## config.mk

```make
export PLATFORM = sky130hd
export DESIGN_NAME = serial_subtractor_flat
export DESIGN_NICKNAME = d
export VERILOG_FILES = /design/src/rtl/serial_subtractor_pkg.sv /design/src/rtl/serial_subtractor_if.sv /design/src/rtl/serial_subtractor_full_subtractor_1bit.sv /design/src/rtl/serial_subtractor.sv /design/src/flat_wrapper.sv
export SDC_FILE = /design/constraint.sdc
export NUM_CORES = 1
export LEC_CHECK = 0
export ABC_CLOCK_PERIOD_IN_PS = 3100
export CAP_MARGIN = 0
export CORE_MARGIN = 2
export CORE_UTILIZATION = 30
export DETAILED_ROUTE_END_ITERATION = 16
export GPL_TIMING_DRIVEN = 0
export MAX_ROUTING_LAYER = met4
export PLACE_DENSITY = 0.57
export SLEW_MARGIN = 20
export SYNTH_ARGS = -nofsm -noshare
export SYNTH_HDL_FRONTEND = slang
export SYNTH_SLANG_ARGS = --single-unit
```

## constraint.sdc

```tcl
create_clock -name clk -period 3.1 [get_ports clk]
set_clock_uncertainty 0.1 [all_clocks]
set_input_delay 0.62 -clock clk [delete_from_list [all_inputs] [get_ports clk]]
set_output_delay 0.62 -clock clk [all_outputs]
set_load 0.1 [all_outputs]
```

## src/rtl/serial_subtractor_pkg.sv

```systemverilog
// Shared types and helpers for the bit-serial subtractor.
// Optional feature macro used by this block: SERIAL_SUB_OVERFLOW_EN.
package serial_sub_pkg;

   typedef enum logic [1:0] {
      IDLE,
      SHIFT,
      DONE
   } state_t;

   localparam int MAX_WIDTH = 32;

   // Width of the bit counter; it only has to reach WIDTH-1.
   function automatic int count_width(input int width);
      return $clog2(width);
   endfunction

endpackage

```

## src/rtl/serial_subtractor_if.sv

```systemverilog
// Handshake and operand/result bundle for serial_subtractor.
// The ov signal exists only when SERIAL_SUB_OVERFLOW_EN is defined.
interface serial_subtractor_if #(
   parameter int WIDTH = 4
);

   logic             start;
   logic [WIDTH-1:0] a;
   logic [WIDTH-1:0] b;
   logic             bi;
   logic             busy;
   logic             done;
   logic [WIDTH-1:0] d;
   logic             bo;
`ifdef SERIAL_SUB_OVERFLOW_EN
   logic             ov;
`endif

   modport master (
      output start, a, b, bi,
      input  busy, done, d, bo
`ifdef SERIAL_SUB_OVERFLOW_EN
      , input ov
`endif
   );

   modport slave (
      input  start, a, b, bi,
      output busy, done, d, bo
`ifdef SERIAL_SUB_OVERFLOW_EN
      , output ov
`endif
   );

endinterface

```

## src/rtl/serial_subtractor_full_subtractor_1bit.sv

```systemverilog
// Single-bit combinational full subtractor: diff = x - y - bin.
module full_subtractor_1bit (
   input  logic x,
   input  logic y,
   input  logic bin,
   output logic diff,
   output logic bout
);

   assign diff = x ^ y ^ bin;
   assign bout = (~x & y) | (~(x ^ y) & bin);

endmodule

```

## src/rtl/serial_subtractor.sv

```systemverilog
// Bit-serial unsigned subtractor: d = a - b - bi, one bit per clock, LSB first.
// Define SERIAL_SUB_OVERFLOW_EN to add the registered two's-complement overflow output ov.
module serial_subtractor
   import serial_sub_pkg::*;
#(
   parameter int WIDTH = 4
) (
   input logic               clk,
   input logic               rst,
   serial_subtractor_if.slave bus
);

   localparam int CNT_W = count_width(WIDTH);

   state_t            state;
   state_t            next_state;
   logic [WIDTH-1:0]  a_sr;
   logic [WIDTH-1:0]  b_sr;
   logic [WIDTH-1:0]  res_sr;
   logic [WIDTH-1:0]  res_next;
   logic              borrow;
   logic [CNT_W-1:0]  count;
   logic              last_bit;
   logic              diff_bit;
   logic              next_borrow;
   logic              busy_q;
   logic              done_q;
   logic [WIDTH-1:0]  d_q;
   logic              bo_q;
`ifdef SERIAL_SUB_OVERFLOW_EN
   logic              ov_q;
`endif

   full_subtractor_1bit u_cell (
      .x    (a_sr[0]),
      .y    (b_sr[0]),
      .bin  (borrow),
      .diff (diff_bit),
      .bout (next_borrow)
   );

   assign last_bit = (count == CNT_W'(WIDTH - 1));
   assign res_next = {diff_bit, res_sr[WIDTH-1:1]};

   always_ff @(posedge clk or posedge rst) begin
      if (rst) begin
         state <= IDLE;
      end else begin
         state <= next_state;
      end
   end

   always_comb begin
      next_state = state;
      case (state)
         IDLE:    if (bus.start) next_state = SHIFT;
         SHIFT:   if (last_bit)  next_state = DONE;
         DONE:    next_state = IDLE;
         default: next_state = IDLE;
      endcase
   end

   // Datapath and registered outputs; the result is published on the last SHIFT edge
   // so d/bo are already valid in the cycle done is high.
   always_ff @(posedge clk or posedge rst) begin
      if (rst) begin
         a_sr   <= '0;
         b_sr   <= '0;
         res_sr <= '0;
         borrow <= 1'b0;
         count  <= '0;
         busy_q <= 1'b0;
         done_q <= 1'b0;
         d_q    <= '0;
         bo_q   <= 1'b0;
`ifdef SERIAL_SUB_OVERFLOW_EN
         ov_q   <= 1'b0;
`endif
      end else begin
         case (state)
            IDLE: begin
               if (bus.start) begin
                  a_sr   <= bus.a;
                  b_sr   <= bus.b;
                  borrow <= bus.bi;
                  res_sr <= '0;
                  count  <= '0;
                  busy_q <= 1'b1;
               end
            end
            SHIFT: begin
               a_sr   <= a_sr >> 1;
               b_sr   <= b_sr >> 1;
               res_sr <= res_next;
               borrow <= next_borrow;
               count  <= count + CNT_W'(1);
               if (last_bit) begin
                  d_q    <= res_next;
                  bo_q   <= next_borrow;
                  done_q <= 1'b1;
`ifdef SERIAL_SUB_OVERFLOW_EN
                  // borrow still holds the borrow into the MSB during the last bit.
                  ov_q   <= borrow ^ next_borrow;
`endif
               end
            end
            DONE: begin
               done_q <= 1'b0;
               busy_q <= 1'b0;
            end
            default: begin
               done_q <= 1'b0;
               busy_q <= 1'b0;
            end
         endcase
      end
   end

   assign bus.busy = busy_q;
   assign bus.done = done_q;
   assign bus.d    = d_q;
   assign bus.bo   = bo_q;
`ifdef SERIAL_SUB_OVERFLOW_EN
   assign bus.ov   = ov_q;
`endif

endmodule

```

## src/flat_wrapper.sv

```systemverilog
// flat-port wrapper written by rule: the top's interface ports become plain ports
module serial_subtractor_flat import serial_sub_pkg::*;
#(
   parameter int WIDTH = 4
)
  (clk, rst, bus_start, bus_a, bus_b, bus_bi, bus_busy, bus_done, bus_d, bus_bo);
  serial_subtractor_if #(.WIDTH(WIDTH)) bus_i ();
  input logic clk;
  input logic rst;
  input wire logic [$bits(bus_i.start)-1:0] bus_start;
  input wire logic [$bits(bus_i.a)-1:0] bus_a;
  input wire logic [$bits(bus_i.b)-1:0] bus_b;
  input wire logic [$bits(bus_i.bi)-1:0] bus_bi;
  output wire logic [$bits(bus_i.busy)-1:0] bus_busy;
  output wire logic [$bits(bus_i.done)-1:0] bus_done;
  output wire logic [$bits(bus_i.d)-1:0] bus_d;
  output wire logic [$bits(bus_i.bo)-1:0] bus_bo;
  assign bus_i.start = bus_start;
  assign bus_i.a = bus_a;
  assign bus_i.b = bus_b;
  assign bus_i.bi = bus_bi;
  assign bus_busy = bus_i.busy;
  assign bus_done = bus_i.done;
  assign bus_d = bus_i.d;
  assign bus_bo = bus_i.bo;
  serial_subtractor #(.WIDTH(WIDTH)) u_core (.clk(clk), .rst(rst), .bus(bus_i));
endmodule
```

# After elaboration in Yosys (flattened, before gate mapping)
# Cells that the tools add are included.
classes:
  addsub: 1
  mul: 0
  div: 0
  magnitude_cmp: 0
  eq_ne: 4
  n_shift: 0
  muxes: 17
  n_bitwise: 9
  n_reduce_logical: 7
op_table:
  columns: ["cell", "count"]
  rows:
  - ["one-hot mux 4 bit (2 select lines)", 3]
  - ["2-to-1 mux 4 bit", 3]
  - ["AND reduction 2 bit", 5]
  - ["one-hot mux 2 bit (2 select lines)", 2]
  - ["2-to-1 mux 2 bit", 3]
  - ["one-hot mux 1 bit (2 select lines)", 3]
  - ["inverter 1 bit", 4]
  - ["2-to-1 mux 1 bit", 3]
  - ["adder 2 x 1 -> 2 bit, second input constant", 1]
  - ["bitwise AND 1 bit", 2]
  - ["== test 2 x 1 -> 1 bit, second input constant", 1]
  - ["== test 2 bit, second input constant", 1]
  - ["zero test 2 bit", 1]
  - ["!= test 2 x 1 -> 1 bit, second input constant", 1]
  - ["!= test 2 bit, second input constant", 1]
  - ["nonzero test 2 bit", 1]
  - ["bitwise XOR 1 bit", 2]
  - ["OR 1 bit", 1]
word_totals:
  register_bits: 24
  latch_bits: 0
  mem_bits_rw: 0
  rom_bits: 0
  inputBits: 12
  output_inout_bits: 7
  memories: 0

# Depth between registers and ports, before layout
# Gate-level depths: netlist of the first run.
depth:
  depth_word: 5
  ltp_mapped: 4

# Hierarchy
# From an unflattened synthesis of the first run, not the netlist that was laid out.
unflattened:
  hier_cells: 84
  area_unflattened_um2: 1023.5
modules_own_cells:
  columns: ["mod", "instances", "cells_per_inst", "area_per_inst_um2", "seq_area_each_um2"]
  rows:
  - ["serial_subtractor", 1, 80, 992.2, 575.6]
  - ["full_subtractor_1bit", 1, 4, 31.3, 0.0]

# Least setup slack after synthesis of the first run
# No wires, ideal clock.
synth_path:
  path_kind: "register to output"
  startpoint: "register u_core.done_q (netlist: u_core.bus.done)"
  endpoint: "output bus_done"
  t_arrival_ns: 0.898
  setup_slack_ns: 1.482
  path_stages_with_launch: 1
  path_buffers: 0
  path_cell_list: "dfrtp_1"
synth_lines:
  columns: ["element", "line", "rtl"]
  rows:
  - ["start, declared", "serial_subtractor.sv:27", "logic done_q;"]
  - ["start signal, assigned", "serial_subtractor.sv:73", "done_q <= 1'b0;"]
  - ["start signal, assigned", "serial_subtractor.sv:100", "done_q <= 1'b1;"]
  - ["start signal, assigned", "serial_subtractor.sv:108", "done_q <= 1'b0;"]
  - ["end, declared", "flat_wrapper.sv:15", "output wire logic [$bits(bus_i.done)-1:0] bus_done;"]
# No word-level cell between the ends.

# Final worst setup path of the first run
layout_path:
  startpoint: "register u_core.d_q[2] (netlist: u_core.bus.d[2])"
  endpoint: "output bus_d[2]"
layout_lines:
  columns: ["element", "line", "rtl"]
  rows:
  - ["start, declared", "serial_subtractor.sv:28", "logic [WIDTH-1:0] d_q;"]
  - ["start signal, assigned", "serial_subtractor.sv:98", "d_q <= res_next;"]
  - ["end, declared", "flat_wrapper.sv:16", "output wire logic [$bits(bus_i.d)-1:0] bus_d;"]
# No word-level cell between the ends.

==> results.env, run 1 <==
CRITPATHMAXFANOUT=2
GRT_REMAINING_OVERFLOW=0
CRITICAL_PATH.REG2REG.ENDPOINT='u_core.bus.d[3]'
YOSYS_REGISTER_BITS=23
ACHIEVABLE-FREQUENCY_MHz=394
FINALMAXSLEWVIOLATIONS=0
CTS-BUFFERS-INSERTED=3
FINAL_LAYOUT_SIZE_SUFFIX_GT1_SHARE_PCT=15.6
ANTENNA_CELLS=0
DIEHEIGHT_UM=62.7
CPPEAKSTAGEDELAY_PS=1130
FIRST_GLOBAL_VIAS=739
LAYOUT_WORST_PATH_CYCLE_SHARE_PCT=81.8
CRIT_PATH_END_KIND='output pin'
SETUP-TNS-FINAL_PS=0
TIGHTEST_SLEW_MARGIN_RELATIVE_TO_THE_LIMIT_PCT=35.2
YOSYSWARNINGCOUNT=0
CLOCK-SINKS=23
INITIAL_UTILIZATION_PCT=31.0
CRITPATHCAPTURE='bus_d[2]'
CTS_TREE='done'
CTSHOLDBUFFERS=0
PERIOD_MINUS_SLACK_PS=2540
R2R_SETUP_SLACK_PS=1670
NUMBER_OF_PORTS_PLACED_ON_THE_DIE_BOUNDARY=19
CTS_SETUP_BUFFERS=0
SYNTH.CELL_AREA_UM2=1030
GATE_COUNT_POST_SYNTH=87
WORSTSETUPSTARTPOINT='u_core.bus.d[2]'
CTS_HTREE_LEVELS=1
BUFFER_PORTS.INSERTED=18
CLK_TRANSITION_REPORTED_PATHS_PS=130
PATH_DELAY_FAMILY='buffers and inverters'
PLACED_CELLS=151
ROUTEDWLPERCELL_UM=12.8
ANTENNA_VIOLATIONS_BEFORE_REPAIR=0
POST_SYNTH.CELL_AREA_AVG_UM2=11.9
CLK-INSERTION-DELAY-LATE_PS=310
MIN_PATH_TYPE='flip-flop to flip-flop'
CLOCKBUFFERDEPTH=2
AREA_GROWTH_SYN_TO_LAYOUT_PCT=25.6
WORST_SETUP_PATH_START_KIND='flip-flop'
SEQ_AREA_FRAC_SYNTH_PCT=55.6
NUM_VIAS=762
TIMING.REG2REG.WORST_PATH_DEPTH=2
CLOCK_TREE.ROOT_CELL='sky130_fd_sc_hd__clkbuf_4'
VIA_PER_INST=4.92
DIE_WIDTH_UM=62.7
GP_CONGESTION=0.708
STATUS='finished, final reports clean'
GRT_UTIL_ALL_LAYERS_PCT=11.4
DRT_PASS1_ITERATIONS=4
ROUTE.ANTENNA.REMAINING_NETS=0
ROUTE.DETAILED.DRC=0
AREA_OF_THE_CORE_UM2=3340
REPORT.FINAL.HOLD_VIOL_COUNT=0
PATH_CELLS='clkdlybuf4s50_1'
RSZ0062_AT_GRT='false'
TIMING.CRITICAL_PATH.SLOWEST_STAGE_CELL='sky130_fd_sc_hd__clkdlybuf4s50_1'
POSTCTSRESIZEDCELLS=0
CRITICAL_SETUP_PATH_CLASS='flip-flop to output pin'
NETS=124
CP_NUM_CELLS=1
WORSTREG2REGSTART='u_core.a_sr[0]'
YS_TYPES=23
DRT-TOTAL-WL_UM=1990
FIN_HOLD_WS_PS=403
NUM-FILL-CELLS=340
FIRST_PASS_GRT_WIRE_LENGTH_UM=3460
WORSTPATHBUFFERINVERTERCOUNT=1
FIN_CELLS=155
CRITPATHARRIVALTIME_PS=1820
TIGHTEST_SLEW_PS=969
STD_CELL_ROWS=21
DRT_ITER0_DRC=54
MAX_CAP_VIOLATIONS=0
DP_HPWL_UM=1470
MAPPEDNETLISTNETS=101
REQUIRED_PS=2380
SETUP-VIOLATIONS-FINAL=0
FLOORPLAN.DIE_AREA_UM2=3940
MAXIMUM_NUMBER_OF_PINS_ON_ONE_NET_BEFORE_GLOBAL_ROUTE_REPAIR=24
==> per-stage QoR <==
step | worst slack (ps) | area (um^2) | util, %
3_5_place_dp | 907 | 1270 | 38.1
4_1_cts | 538 | 1300 | 39.0
2_1_floorplan | 1480 | 1030 | -
5_1_grt | 487 | 1300 | 39.0
3_3_place_gp | 908 | 1270 | 38.1
6_report | 564 | 1300 | 39.0
==> how the worst min path moves through the flow <==
stage                          startpoint  slack [ps]               to  depth (start not counted)
after floorplan           u_core.count[0]         360  u_core.count[0]                          1
after global placement      u_core.bus.bo         370    u_core.bus.bo                          2
after detailed placement    u_core.bus.bo         380    u_core.bus.bo                          2
after CTS                   u_core.bus.bo         410    u_core.bus.bo                          2
after global routing      u_core.count[0]         450  u_core.count[0]                          1
final                       u_core.bus.bo         400    u_core.bus.bo                          2
==> placed cells by master (no fill, tap or decap), drive strengths merged <==
master | Yosys | routed
dfrtp | 23 | 23
clkdlybuf4s50 | 0 | 18
o22ai | 12 | 12
a21oi | 9 | 9
inv | 7 | 7
o21ai | 6 | 6
nand2 | 5 | 5
a22o | 4 | 4
mux2 | 4 | 4
clkbuf | 0 | 3
buf | 3 | 3
nand2b | 3 | 3
nor2 | 3 | 3
o21bai | 1 | 1
or3 | 1 | 1
o31ai | 1 | 1
a221oi | 1 | 1
and2b | 1 | 1
nand3b | 1 | 1
fa | 1 | 1
ha | 1 | 1
clkinv | 0 | 1
==> kinds of logic after synthesis <==
family	Yosys count	synth area share, %
AO/OA/AOI/OAI	34	21.3
multiplexers	4	5.80
adder cells (fa/ha/maj)	2	3.14
flip-flops	23	55.6
buffers and inverters	10	5.08
AND/OR/NAND/NOR	14	9.07
==> sequential cells by signal, indices dropped and copies added, names as in the netlist <==
signal,count
u_core.b_sr,4
u_core.bus.d,4
u_core.bus.bo,1
u_core.res_sr,3
u_core.state,2
u_core.a_sr,4
u_core.borrow,1
u_core.bus.busy,1
u_core.count,2
u_core.bus.done,1
==> area by class of cell <==
type / instances / area [um^2] / area share [%]
inverters: 7 / 26.3 / 2.02
clock buffers: 3 / 22.5 / 1.73
plain buffers: 3 / 26.3 / 2.02
repair buffers: 18 / 180 / 13.9
well taps: 46 / 57.6 / 4.43
multi-input cells: 54 / 407 / 31.3
clock inverters: 1 / 5.00 / 0.385
flip-flops and latches: 23 / 576 / 44.3
==> layer usage <==
layer | global-route usage (%) | share of wire [%] | vias up
met2 | 17.6 | 47 | 26
met5 | - | 0 | -
met1 | 15.0 | 47 | 375
li1 | - | - | 359
met3 | 3.78 | 4.9 | 2
met4 | 1.67 | 1.0 | 0
==> cells in the mapped netlist <==
master | count | area [um^2]
sky130_fd_sc_hd__a21oi_1 | 9 | 45.0
sky130_fd_sc_hd__nand2_1 | 5 | 18.8
sky130_fd_sc_hd__nand3b_4 | 1 | 20.0
sky130_fd_sc_hd__nand2b_1 | 2 | 12.5
sky130_fd_sc_hd__inv_2 | 1 | 3.75
sky130_fd_sc_hd__mux2_4 | 4 | 60.1
sky130_fd_sc_hd__or3_2 | 1 | 7.51
sky130_fd_sc_hd__a22o_1 | 4 | 35.0
sky130_fd_sc_hd__a221oi_1 | 1 | 8.76
sky130_fd_sc_hd__ha_1 | 1 | 12.5
sky130_fd_sc_hd__o21ai_0 | 6 | 30.0
sky130_fd_sc_hd__buf_4 | 2 | 15.0
sky130_fd_sc_hd__nand2b_4 | 1 | 13.8
sky130_fd_sc_hd__fa_1 | 1 | 20.0
sky130_fd_sc_hd__buf_6 | 1 | 11.3
sky130_fd_sc_hd__o22ai_1 | 12 | 75.1
sky130_fd_sc_hd__nor2_1 | 2 | 7.51
sky130_fd_sc_hd__dfrtp_1 | 23 | 576
sky130_fd_sc_hd__and2b_1 | 1 | 7.51
sky130_fd_sc_hd__o21bai_4 | 1 | 18.8
sky130_fd_sc_hd__nor2_2 | 1 | 6.26
sky130_fd_sc_hd__o31ai_1 | 1 | 7.51
sky130_fd_sc_hd__inv_1 | 6 | 22.5
Power of run 1 is left out: the tool's default activity adds up to more than one toggle a clock period on the data nets, which glitch-free logic cannot reach.
==> run 2, diff against run 1 <==
--- a/config.mk
+++ b/config.mk
@@ -5,7 +5,7 @@
 export SDC_FILE = /design/constraint.sdc
 export NUM_CORES = 1
 export LEC_CHECK = 0
-export ABC_CLOCK_PERIOD_IN_PS = 3100
+export ABC_CLOCK_PERIOD_IN_PS = 2600
 export CAP_MARGIN = 0
 export CORE_MARGIN = 2
 export CORE_UTILIZATION = 30
==> constraint.sdc (replaced) <==
create_clock -name clk -period 2.6 [get_ports clk]
set_clock_uncertainty 0.1 [all_clocks]
set_input_delay 0.52 -clock clk [delete_from_list [all_inputs] [get_ports clk]]
set_output_delay 0.52 -clock clk [all_outputs]
set_load 0.1 [all_outputs]
==> results of run 2 <==
The final DEF is identical to that of run 1. Status: finished, final reports clean.
Among the figures that moved: setup slack after placement 907 ps -> 507 ps; setup slack after layout 564 ps -> 164 ps; register-to-register setup slack 1670 ps -> 1170 ps
(Power assumes the default switching activity.)
==> run 3, diff against run 2 <==
--- a/config.mk
+++ b/config.mk
@@ -7,13 +7,13 @@
 export LEC_CHECK = 0
 export ABC_CLOCK_PERIOD_IN_PS = 2600
 export CAP_MARGIN = 0
-export CORE_MARGIN = 2
+export CORE_MARGIN = 10
 export CORE_UTILIZATION = 30
 export DETAILED_ROUTE_END_ITERATION = 16
 export GPL_TIMING_DRIVEN = 0
 export MAX_ROUTING_LAYER = met4
 export PLACE_DENSITY = 0.57
-export SLEW_MARGIN = 20
+export REMOVE_ABC_BUFFERS = 1
 export SYNTH_ARGS = -nofsm -noshare
 export SYNTH_HDL_FRONTEND = slang
 export SYNTH_SLANG_ARGS = --single-unit
==> run 3 against run 2 <==
Against the previous run: global-route usage down 3.7 points; die area up 58%; maximum frequency down 0.68%; via count down 3.3%; count of clock-buffer cells in the layout up 1; worst setup slack worse by 17 ps; register-to-register slack worse by 70 ps; flip-flop and latch count unchanged; sequential share of layout area up 0.96 points; critical path depth unchanged; worst hold slack worse by 14 ps; first-iteration DRC count down 26%.
==> results.env, run 3 (same netlist as run 1, synthesis figures left out) <==
ROUTEDWLPERCELL_UM=14.3  # +12%
DIE_WIDTH_UM=78.7  # +26%
AREA_GROWTH_SYN_TO_LAYOUT_PCT=23.0
FINAL_CELL_MIX='23 x sky130_fd_sc_hd__dfrtp_1, 18 x sky130_fd_sc_hd__clkdlybuf4s50_1, 12 x sky130_fd_sc_hd__o22ai_1'
PATH_DELAY_FAMILY='buffers and inverters'
TIGHTEST_SLEW_MARGIN_RELATIVE_TO_THE_LIMIT_PCT=34.5  # -0.76 points
POSTCTSRESIZEDCELLS=0  # unchanged
WORST_SETUP_PATH_START_KIND='flip-flop'
SETUP-TNS-FINAL_PS=0  # unchanged
CRITPATHMAXFANOUT=2  # unchanged
REPORT.FINAL.HOLD_VIOL_COUNT=0  # unchanged
RSZ0062_AT_GRT='false'
CRITICAL_SETUP_PATH_CLASS='flip-flop to output pin'
CTSHOLDBUFFERS=0  # unchanged
CRIT_PATH_END_KIND='output pin'
REQUIRED_PS=1980
GRT_REMAINING_OVERFLOW=0  # unchanged
ANTENNA_CELLS=0  # unchanged
FINAL_LAYOUT_SIZE_SUFFIX_GT1_SHARE_PCT=12.3  # -3.3 points
CLK_TRANSITION_REPORTED_PATHS_PS=120  # about the same
DIEHEIGHT_UM=78.7  # +26%
LAYOUT_WORST_PATH_CYCLE_SHARE_PCT=94.4
INITIAL_UTILIZATION_PCT=31.0  # unchanged
FIRST_GLOBAL_VIAS=760  # +2.8%
STD_CELL_ROWS=21  # unchanged
SETUP-VIOLATIONS-FINAL=0  # unchanged
NUMBER_OF_PORTS_PLACED_ON_THE_DIE_BOUNDARY=19  # unchanged
CPPEAKSTAGEDELAY_PS=1140  # about the same
FINAL_COMMON_CELL='sky130_fd_sc_hd__dfrtp_1'
ROUTE.ANTENNA.REMAINING_NETS=0  # unchanged
ANTENNA_VIOLATIONS_BEFORE_REPAIR=0  # unchanged
MAXIMUM_NUMBER_OF_PINS_ON_ONE_NET_BEFORE_GLOBAL_ROUTE_REPAIR=24  # unchanged
TIGHTEST_SLEW_PS=980  # +11.4 ps
CRITPATHARRIVALTIME_PS=1830  # about the same
MAX_CAP_VIOLATIONS=0  # unchanged
NUM-FILL-CELLS=330  # -2.9%
CTS_TREE='done'
DRT-TOTAL-WL_UM=2180  # +9.5%
STATUS='finished, final reports clean'
TIMING.CRITICAL_PATH.SLOWEST_STAGE_CELL='sky130_fd_sc_hd__clkdlybuf4s50_1'
CLK-INSERTION-DELAY-LATE_PS=310  # about the same
PATH_CELLS='clkdlybuf4s50_1'
BUFFER_PORTS.INSERTED=18  # unchanged
CLOCK-SINKS=23  # unchanged
FLOORPLAN.DIE_AREA_UM2=6200  # +58%
CTS_HTREE_LEVELS=1  # unchanged
CTS_SETUP_BUFFERS=0  # unchanged
CTS-BUFFERS-INSERTED=3  # unchanged
ROUTE.DETAILED.DRC=0  # unchanged
NUM_VIAS=737  # -3.3%
DRT_PASS1_ITERATIONS=4  # unchanged
GP_CONGESTION=0.747  # +5.6%
DRT_ITER0_DRC=40  # -26%
GRT_UTIL_ALL_LAYERS_PCT=7.66  # -3.7 points
FIRST_PASS_GRT_WIRE_LENGTH_UM=3740  # +8.2%
CLOCK_TREE.ROOT_CELL='sky130_fd_sc_hd__clkbuf_4'
NETS=121  # -2.4%
CLOCKBUFFERDEPTH=2  # unchanged
MIN_PATH_TYPE='flip-flop to flip-flop'
DP_HPWL_UM=1590  # +7.7%
ACHIEVABLE-FREQUENCY_MHz=408
PERIOD_MINUS_SLACK_PS=2450
FINALMAXSLEWVIOLATIONS=0  # unchanged
VIA_PER_INST=4.85  # -1.4%
AREA_OF_THE_CORE_UM2=3340  # unchanged
WORSTPATHBUFFERINVERTERCOUNT=1  # unchanged
-- run 3: cell count changes in the layout (fill, tap and decap cells not counted), sizes merged --
cell,before,now
buf,3,0
clkbuf,3,4
clkinv,1,0
-- run 3: final cells by class --
type                       instances  area, um^2  area share (%)
tap                               46        57.6            4.52
sequential                        23         576            45.2
clock buffer                       4        26.3            2.06
timing repair buffer              18         180            14.2
multi-input combinational         54         407            32.0
inverter                           7        26.3            2.06
-- run 3: through the flow --
stage / utilization, % / worst slack, ps / cells / hold WS (ps) / cell area (um^2)
final: 38.1 / 147 / 152 / 389 / 1270
after global routing: 38.1 / 86.2 / 152 / 445 / 1270
after CTS: 38.1 / 130 / 152 / 397 / 1270
after detailed placement: 37.3 / 471 / 148 / 370 / 1250
after global placement: 37.3 / 480 / 148 / 374 / 1250
after floorplan: - / 1080 / 84 / 364 / 1010
-- run 3: final timing paths --
check	depth (start not counted)	endpoint	start	slack, ps
max	1	bus_done	u_core.bus.done	150
min	2	u_core.bus.bo	u_core.bus.bo	390
max reg2reg	3	u_core.borrow	u_core.state[0]	1100
min reg2reg	2	u_core.bus.bo	u_core.bus.bo	390
max in group asynchronous	2	u_core.bus.d[1]	rst	1300
min in group asynchronous	2	u_core.bus.d[3]	rst	570
-- run 3: layer usage --
layer | track usage (%) | share of wire (%)
met4 | 3.76 | 2.2
met5 | - | 0
met2 | 11.6 | 47
met1 | 9.13 | 47
met3 | 2.25 | 3.8
Power of run 3 is left out for the same reason.
